==> src/rtl/ddma_aipe_port.sv <==
// Request buffer between the dDMA engine AiPE port and the scratchpad: queues rd/wr pulses,
// replays them under req/gnt with a read-credit limit. Optional macro: DDMA_AIPE_ALIGN_CHECK_EN.
module ddma_aipe_port #(
    parameter int unsigned FIFO_DEPTH = 4,
    parameter int unsigned MAX_RD_OUT = 4,
    parameter int unsigned SP_AW      = 12
) (
    input  logic             i_clk,
    input  logic             i_rst,
    input  logic             i_dDMA_AIPE_rden,
    input  logic             i_dDMA_AIPE_wren,
    input  logic [31:0]      i_dDMA_AIPE_addr,
    input  logic [127:0]     i_dDMA_AIPE_wdata,
    output logic [127:0]     o_dDMA_AIPE_rdata,
    output logic             o_dDMA_AIPE_rvalid,
    output logic             o_fifo_full,
    output logic             o_busy,
    input  logic             i_clr_err,
    output logic             o_err_ovf,
    output logic             o_err_proto,
    output logic             o_sp_req,
    output logic             o_sp_we,
    output logic [SP_AW-1:0] o_sp_addr,
    output logic [127:0]     o_sp_wdata,
    input  logic             i_sp_gnt,
    input  logic [127:0]     i_sp_rdata,
    input  logic             i_sp_rvalid
);
    localparam int unsigned DW   = 128;
    localparam int unsigned PW   = $clog2(FIFO_DEPTH);
    localparam int unsigned PTRW = PW + 1;
    localparam int unsigned CW   = $clog2(MAX_RD_OUT + 1);

    typedef struct packed {
        logic             we;
        logic [SP_AW-1:0] addr;
        logic [DW-1:0]    wdata;
    } req_t;

    typedef enum logic [1:0] {
        IDLE        = 2'd0,
        ISSUE       = 2'd1,
        WAIT_CREDIT = 2'd2
    } state_t;

    state_t          state, state_n;
    req_t            mem [FIFO_DEPTH];
    req_t            in_req, head_n, issue_q;
    logic [PTRW-1:0] wr_ptr, rd_ptr, wr_ptr_n, rd_ptr_n;
    logic [CW-1:0]   credit, credit_n;
    logic            fifo_full, req_one, align_ok, push, pop;
    logic            rd_inc, rd_ret, stray, ovf_evt, proto_evt;
    logic            next_nonempty, blocked, load;
    logic            sp_req_q, rvalid_q, full_q, busy_q, err_ovf_q, err_proto_q;
    logic [DW-1:0]   rdata_q;
    logic            unused_addr;

`ifdef DDMA_AIPE_ALIGN_CHECK_EN
    assign align_ok    = (i_dDMA_AIPE_addr[3:0] == 4'd0);
    assign unused_addr = ^i_dDMA_AIPE_addr[31:SP_AW+4];
`else
    assign align_ok    = 1'b1;
    assign unused_addr = ^{i_dDMA_AIPE_addr[31:SP_AW+4], i_dDMA_AIPE_addr[3:0]};
`endif

    assign in_req.we    = i_dDMA_AIPE_wren;
    assign in_req.addr  = i_dDMA_AIPE_addr[SP_AW+3:4];
    assign in_req.wdata = i_dDMA_AIPE_wdata;

    // Enqueue decisions use this cycle's occupancy, so a full FIFO never accepts even while popping
    assign fifo_full = (wr_ptr[PW] != rd_ptr[PW]) && (wr_ptr[PW-1:0] == rd_ptr[PW-1:0]);
    assign req_one   = i_dDMA_AIPE_rden ^ i_dDMA_AIPE_wren;
    assign push      = req_one & ~fifo_full & align_ok;
    assign ovf_evt   = req_one & fifo_full;
    assign pop       = sp_req_q & i_sp_gnt;

    assign rd_inc    = pop & ~issue_q.we;
    assign rd_ret    = i_sp_rvalid & (credit != '0);
    assign stray     = i_sp_rvalid & (credit == '0);
    assign proto_evt = (i_dDMA_AIPE_rden & i_dDMA_AIPE_wren) | stray | (req_one & ~align_ok);

    assign credit_n  = credit + CW'(rd_inc) - CW'(rd_ret);
    assign wr_ptr_n  = wr_ptr + PTRW'(push);
    assign rd_ptr_n  = rd_ptr + PTRW'(pop);

    // Head after this cycle's pop; an empty FIFO takes the entry being pushed right now
    assign head_n        = (rd_ptr_n != wr_ptr) ? mem[rd_ptr_n[PW-1:0]] : in_req;
    assign next_nonempty = (rd_ptr_n != wr_ptr) | push;
    assign blocked       = ~head_n.we & (credit_n == CW'(MAX_RD_OUT));

    always_ff @(posedge i_clk) begin
        if (i_rst) state <= IDLE;
        else       state <= state_n;
    end

    always_comb begin
        state_n = state;
        load    = 1'b0;
        case (state)
            IDLE: begin
                if (next_nonempty) begin
                    if (blocked) begin
                        state_n = WAIT_CREDIT;
                    end else begin
                        state_n = ISSUE;
                        load    = 1'b1;
                    end
                end
            end
            ISSUE: begin
                if (i_sp_gnt) begin
                    if (!next_nonempty) begin
                        state_n = IDLE;
                    end else if (blocked) begin
                        state_n = WAIT_CREDIT;
                    end else begin
                        load = 1'b1;
                    end
                end
            end
            WAIT_CREDIT: begin
                if (credit < CW'(MAX_RD_OUT)) begin
                    state_n = ISSUE;
                    load    = 1'b1;
                end
            end
            default: state_n = IDLE;
        endcase
    end

    // Storage array carries no reset; validity is tracked by the pointers
    always_ff @(posedge i_clk) begin
        if (push) mem[wr_ptr[PW-1:0]] <= in_req;
    end

    always_ff @(posedge i_clk) begin
        if (i_rst) begin
            wr_ptr      <= '0;
            rd_ptr      <= '0;
            credit      <= '0;
            issue_q     <= '0;
            sp_req_q    <= 1'b0;
            rvalid_q    <= 1'b0;
            rdata_q     <= '0;
            full_q      <= 1'b0;
            busy_q      <= 1'b0;
            err_ovf_q   <= 1'b0;
            err_proto_q <= 1'b0;
        end else begin
            wr_ptr      <= wr_ptr_n;
            rd_ptr      <= rd_ptr_n;
            credit      <= credit_n;
            if (load) issue_q <= head_n;
            sp_req_q    <= (state_n == ISSUE);
            rvalid_q    <= rd_ret;
            if (rd_ret) rdata_q <= i_sp_rdata;
            full_q      <= (wr_ptr_n[PW] != rd_ptr_n[PW]) &&
                           (wr_ptr_n[PW-1:0] == rd_ptr_n[PW-1:0]);
            busy_q      <= (wr_ptr_n != rd_ptr_n) | (credit_n != '0) | (state_n == ISSUE);
            err_ovf_q   <= ovf_evt | (err_ovf_q & ~i_clr_err);
            err_proto_q <= proto_evt | (err_proto_q & ~i_clr_err);
        end
    end

    assign o_sp_req           = sp_req_q;
    assign o_sp_we            = issue_q.we;
    assign o_sp_addr          = issue_q.addr;
    assign o_sp_wdata         = issue_q.wdata;
    assign o_dDMA_AIPE_rvalid = rvalid_q;
    assign o_dDMA_AIPE_rdata  = rdata_q;
    assign o_fifo_full        = full_q;
    assign o_busy             = busy_q;
    assign o_err_ovf          = err_ovf_q;
    assign o_err_proto        = err_proto_q;

endmodule

==> config.mk <==
export PLATFORM = sky130hd
export DESIGN_NAME = ddma_aipe_port
export DESIGN_NICKNAME = d
export VERILOG_FILES = /design/src/rtl/ddma_aipe_port.sv
export SDC_FILE = /design/constraint.sdc
export NUM_CORES = 1
export LEC_CHECK = 0
export ABC_CLOCK_PERIOD_IN_PS = 22400
export CORE_MARGIN = 1
export CORE_UTILIZATION = 35
export DETAILED_ROUTE_END_ITERATION = 8
export SYNTH_ARGS = -nofsm -noshare
export SYNTH_HDL_FRONTEND = slang
export SYNTH_SLANG_ARGS = --single-unit
==> constraint.sdc <==
create_clock -name i_clk -period 22.4 [get_ports i_clk]
set_clock_uncertainty 0.05 [all_clocks]
set_input_delay 6.72 -clock i_clk [delete_from_list [all_inputs] [get_ports i_clk]]
set_output_delay 6.72 -clock i_clk [all_outputs]
set_load 0.005 [all_outputs]
Yosys cells after proc, flatten, opt, wreduce, memory -nomap -nowiden

Memory sizes are Yosys's and may differ from the RTL's.
Index checks and enable logic that the tools add are counted.

Register bits: 286
Bits in latches: 0
Memory bits (writable): 564
Memory bits (read-only): 0
Input bits: 295
Output and inout port bits: 275
Memories: 1

Memory list:

| memory | words | bits a word | rd ports | clocked after memory_dff | wr ports | line | text |
|---|---|---|---|---|---|---|---|
| mem    | 4     | 141         | 1        | 0                        | 1        | 47   | `req_t mem [FIFO_DEPTH];` |

$add $sub $neg: 4
$mul: 0
Divide/modulo/power cells: 0
Magnitude comparators: 1
Equality and inequality tests: 10
Shift operators: 0
Muxes and demuxes: 15
Bitwise logic cells: 21
Reduce and logical (&&, ||, !) cells: 6

Operator list:

| operator                                            | count |
|---|---|
| 2-to-1 mux 141 bit                                  | 1 |
| 2-to-1 mux 2 bit                                    | 6 |
| AND 1 bit                                           | 10 |
| adder 3 x 1 -> 3 bit                                | 3 |
| 2-to-1 mux 1 bit                                    | 6 |
| inequality test 3 bit                               | 2 |
| bitwise OR 1 bit                                    | 6 |
| one-hot mux 2 bit (3 select lines)                  | 1 |
| nonzero test 3 bit                                  | 2 |
| equality test 2 x 1 -> 1 bit, second input constant | 2 |
| equality test 2 bit                                 | 2 |
| NOT 1 bit                                           | 4 |
| equality test 3 bit, second input constant          | 1 |
| zero test 3 bit                                     | 1 |
| < comparator 3 bit, second input constant           | 1 |
| one-hot mux 1 bit (3 select lines)                  | 1 |
| subtractor 3 x 1 -> 3 bit                           | 1 |
| equality test 2 bit, second input constant          | 1 |
| logical AND 1 bit                                   | 2 |
| zero test 2 bit                                     | 1 |
| inequality test 1 bit                               | 2 |
| XOR 1 bit                                           | 1 |

Longest topological paths before layout

Depth after elaboration: 12
Depth in mapped cells: 17
Gate-level depth less buffers: 13

Least setup slack after synthesis

No wires, ideal clock.

Path type: input -> register
From: input port i_dDMA_AIPE_rden
To: memory mem[0][0] (netlist name) (enable)
Setup time: 0.843 ns
Arrival: 17.467 ns
Slack: 4.040 ns
Stages: 3
Path buffers: 0
Cells stage by stage: ha_1 o31a_1 nor3b_1

Word-level cells in the longest chain between the ends: 4

RTL lines:

| element                                | line | text |
|---|---|---|
| start: declaration                     | 10   | `input logic i_dDMA_AIPE_rden,` |
| XOR 1 bit                              | 72   | `assign req_one = i_dDMA_AIPE_rden ^ i_dDMA_AIPE_wren;` |
| AND 1 bit                              | 73   | `assign push = req_one & ~fifo_full & align_ok;` |
| 2-to-1 mux 1 bit                       | 133  | `if (push) mem[wr_ptr[PW-1:0]] <= in_req;` |
| 2-to-1 mux 1 bit (implied by the code) | 133  |  |
| end: declaration                       | 47   |  |

No other way between the ends.

Worst setup path after layout

From: input port i_sp_rvalid
To: register issue_q, in the netlist o_sp_wdata[114]

Word-level cells in the longest chain between the ends: 8

RTL lines:

| element                                | line     | text |
|---|---|---|
| start: declaration                     | 27       | `input logic i_sp_rvalid` |
| AND 1 bit (*)                          | 78       | `assign rd_ret = i_sp_rvalid & (credit != '0);` |
| subtractor 3 x 1 -> 3 bit (*)          | 82       | `assign credit_n = credit + CW'(rd_inc) - CW'(rd_ret);` |
| equality test 3 bit (*)                | 89       | `assign blocked = ~head_n.we & (credit_n == CW'(MAX_RD_OUT));` |
| AND 1 bit (*)                          | 89       |  |
| 2-to-1 mux 1 bit (*)                   | 102, 114 |  |
| 2-to-1 mux 1 bit (*)                   | 101      | `if (next_nonempty) begin` |
| 2-to-1 mux 1 bit                       | 111      | `if (i_sp_gnt) begin` |
| one-hot mux 1 bit (3 select lines) (*) | 99       | `case (state)` |
| end signal: assignment                 | 153      | `if (load) issue_q <= head_n;` |
| end: declaration                       | 48       | `req_t in_req, head_n, issue_q;` |

Every way passes the cells marked *; elsewhere a longest branch is shown, timed or not.
A chain may end at the register's enable or synchronous reset.

==> flow_metrics.py <==
metrics = {
    "synthesis": {
        "synth_cell_types": 42,
        "ys_warn_count": 0,
        "ys_seq_elements": 850,
        "synth_nets": 2332,
        "synthCells": 2029,
        "syn_area_um2": 32300,
        "syn_area_per_cell_um2": 15.9,
        "ys_seq_area_frac": 0.701,
    },
    "timing": {
        "relSlewSlack": 0.254,
        "setup_tns_ns": 0,
        "hold_viol_final": 0,
        "period_needed_ns": 12.18,
        "tightest_slew_ns": 1.12,
        "max_freq_mhz": 82.1,
        "timing.hold.ws_ns": 0.404,
        "finalWorstSetupSlack_ns": 10.22,
        "setup_viol": 0,
        "rsz0062_at_grt": "false",
        "fin_crit_sh": 0.544,
        "report.final.slew_viol_count": 0,
    },
    "worst_setup_path": {
        "crit_end": "o_sp_wdata[114]",
        "startpoint": "i_sp_rvalid",
        "arrival_ns": 12.63,
        "r2r_end": "o_sp_wdata[114]",
        "endpoint_kind": "flop",
        "crit_fanout": 73,
        "slowest_delay_ns": 0.73,
        "required_ns": 22.85,
        "cp-start-kind": "primary input",
        "reg2reg_slack_ns": 15.96,
        "path_class": "in -> reg",
        "crit_chain": "clkdlybuf4s50_1 > nand2b_4 > inv_4 > ha_1 > inv_1 > ha_1 > fa_1 > xor3_1 > or3_1 > a211oi_4 > o22ai_4 > buf_4 > or2_4 > buf_4 > buf_4 > a211oi_2",
        "critical-path-slowest-cell": "buf_4",
        "worst_path_most_repeated_cell": "buf_4",
        "reg2regPathDepth": 16,
        "reg2reg_from": "credit[2]",
    },
    "power": {
        "p_per_area_nw_per_um2": 132,
        "p_leak_uw": 0.0140,
        "power.total_uw": 5580,
        "peakVddDrop_mv": 0.124,
    },
    "finish": {
        "syn2layout_area_growth_pct": 30.4,
        "post-route-util": 0.460,
        "fillers": 7939,
        "mostFrequentLayoutCell": "edfxtp_1",
        "final_nets": 2853,
        "drive_above_1_share": 0.160,
        "layout_common_cells": "564 x edfxtp_1, 548 x clkdlybuf4s50_1, 286 x dfxtp_1, 257 x nand2_1, 144 x nor3_1",
    },
    "clock_network": {
        "post_cts_buffers": 0,
        "cts_resized": 0,
        "cts.sinks": 850,
        "insertion_delay_ns": 0.66,
        "cts-root-buf": "clkbuf_16",
        "cts_buffers": 92,
        "cts_tree": "done",
        "cts-htree-levels": 3,
        "hold_buffers": 0,
        "cts_buffer_depth": 3,
        "clkTransAtPathRegs_ns": 0.06,
    },
    "place": {
        "dp.final_hpwl_mm": 56.0,
        "pre_cts_ws_ns": 9.37,
        "place_congestion": 0.868,
        "io_buffers": 549,
    },
    "worst_hold_path": {
        "min_path_type": "reg -> reg",
        "hold_start": "o_dDMA_AIPE_rdata[38]",
    },
    "die": {
        "io_pins": 570,
        "die_area_um2": 93500,
        "rows": 111,
        "start_util": 0.353,
        "dieHeight_um": 306,
        "fp.coreArea_um2": 91500,
        "die_x_um": 306,
    },
    "job": {
        "drv_cap": 0,
    },
    "drt": {
        "drt-total-wl_mm": 91.1,
        "via_per_inst": 5.13,
        "ant_nets": 0,
        "wl_per_cell_um": 23.8,
        "drtPass1Iterations": 5,
        "drt_iter0_drc": 1095,
        "routed-via-count": 19600,
        "drc": 0,
    },
    "grt": {
        "grt_pass1_vias": 20500,
        "grt_max_degree": 90,
        "overflow": 0,
        "gr-usage-all-layers": 0.194,
        "grt_pass1_wl_mm": 136,
        "antenna_found_initial": 16,
    },
    "run_status": {
        "status": "finished clean",
    },
}
==> metal layers <==
metal,up-vias,global-route usage,wire length [µm]
met2,635,0.329,44900
met4,20,0.0664,3160
li1,8856,-,-
met3,165,0.0632,7120
met5,-,0,134
met1,9906,0.230,35800
==> through the flow <==
stage,area (µm²),cells
after floorplan,32300,2029
after global placement,39000,3642
after detailed placement,39000,3642
after CTS,42100,3815
after global routing,42100,3817
final,42100,3820
==> registers in the layout, indices dropped and copies added, names as in the netlist, 2 cells and up <==
name and flops:
credit 3, mem 564, o_dDMA_AIPE_rdata 128, o_sp_addr 12, o_sp_wdata 128, rd_ptr 3
state 2, wr_ptr 3
==> worst max-delay path, delay by kind of cell <==
kind	cells	cell delay, ns
fa+ha+maj	3	0.99
simple gates	3	1.21
xor+xnor	1	0.25
compound gates	3	0.42
buf+inv	6	2.93
==> cells by family (layout without fill, tap and decap cells) <==
logic type               after synthesis  in the layout  synth area share
XOR/XNOR                              12             12           0.00418
other                                  0              5                 0
adder cells (fa/ha/maj)                8              8           0.00333
buffers and inverters                159            759            0.0209
flip-flops                           850            850             0.701
multiplexers                         281            281             0.142
AO/OA/AOI/OAI                        281            281            0.0696
AND/OR/NAND/NOR                      438            438            0.0589
==> synthesized netlist by cell type <==
cell / n / area share
o22ai_2: 1 / 0.00039
a21o_1: 2 / 0.00046
ha_1: 7 / 0.0027
and3_1: 1 / 0.00019
dfxtp_1: 286 / 0.18
buf_2: 2 / 0.00031
nor4b_2: 2 / 0.00093
nor3_1: 144 / 0.022
xor3_1: 2 / 0.0015
nand3_1: 1 / 0.00015
a22oi_1: 1 / 0.00023
o21ai_0: 1 / 0.00015
nor2b_1: 6 / 0.0012
a221oi_1: 1 / 0.00027
or2_1: 1 / 0.00019
a211oi_1: 51 / 0.012
buf_1: 4 / 0.00046
clkbuf_1: 138 / 0.016
o21ai_1: 1 / 0.00015
xnor2_1: 4 / 0.0011
nand2_1: 257 / 0.030
o31a_1: 1 / 0.00027
a21oi_1: 130 / 0.020
inv_2: 1 / 0.00012
inv_1: 4 / 0.00046
a211oi_4: 1 / 0.00062
nor3b_1: 1 / 0.00023
mux4_2: 141 / 0.098
a31oi_1: 1 / 0.00019
and2_1: 1 / 0.00019
or3_1: 3 / 0.00058
nor2_1: 14 / 0.0016
nand3b_1: 1 / 0.00023
a211oi_2: 90 / 0.035
nor4_1: 1 / 0.00019
fa_1: 1 / 0.00062
edfxtp_1: 564 / 0.52
xor2_1: 6 / 0.0016
mux2i_1: 140 / 0.043
buf_6: 10 / 0.0035
nand2b_1: 4 / 0.00077
and3b_1: 1 / 0.00027
==> worst min-delay path by stage <==
stage                                 end  slack (ns)  depth (start not counted)
global placement     o_dDMA_AIPE_rdata[1]        0.39                          2
CTS                 o_dDMA_AIPE_rdata[38]        0.41                          2
finish              o_dDMA_AIPE_rdata[38]        0.40                          2
floorplan            o_dDMA_AIPE_rdata[0]        0.40                          2
global route        o_dDMA_AIPE_rdata[38]        0.42                          2
detailed placement  o_dDMA_AIPE_rdata[38]        0.40                          2
==> power by group <==
part           total, µW  internal (µW)  leakage (µW)  switching (µW)
registers           2030           1920       0.00754             110
logic               1980            890       0.00493            1090
clock network       1570            935       0.00155             632
total               5580           3740        0.0140            1830
==> final cells by class <==
type                            instances  area, µm²  area share
Antenna cell                            5       12.5    0.000297
Clock inverter                         43        553      0.0131
Tap cell                             1186       1480      0.0352
Multi-Input combinational cell       1020       9050       0.215
Sequential cell                       850      22700       0.538
Inverter                                5       21.3    0.000505
Clock buffer                          130       2610      0.0619
Timing Repair Buffer                  581       5740       0.136
Power figures use the tool's default switching activity.
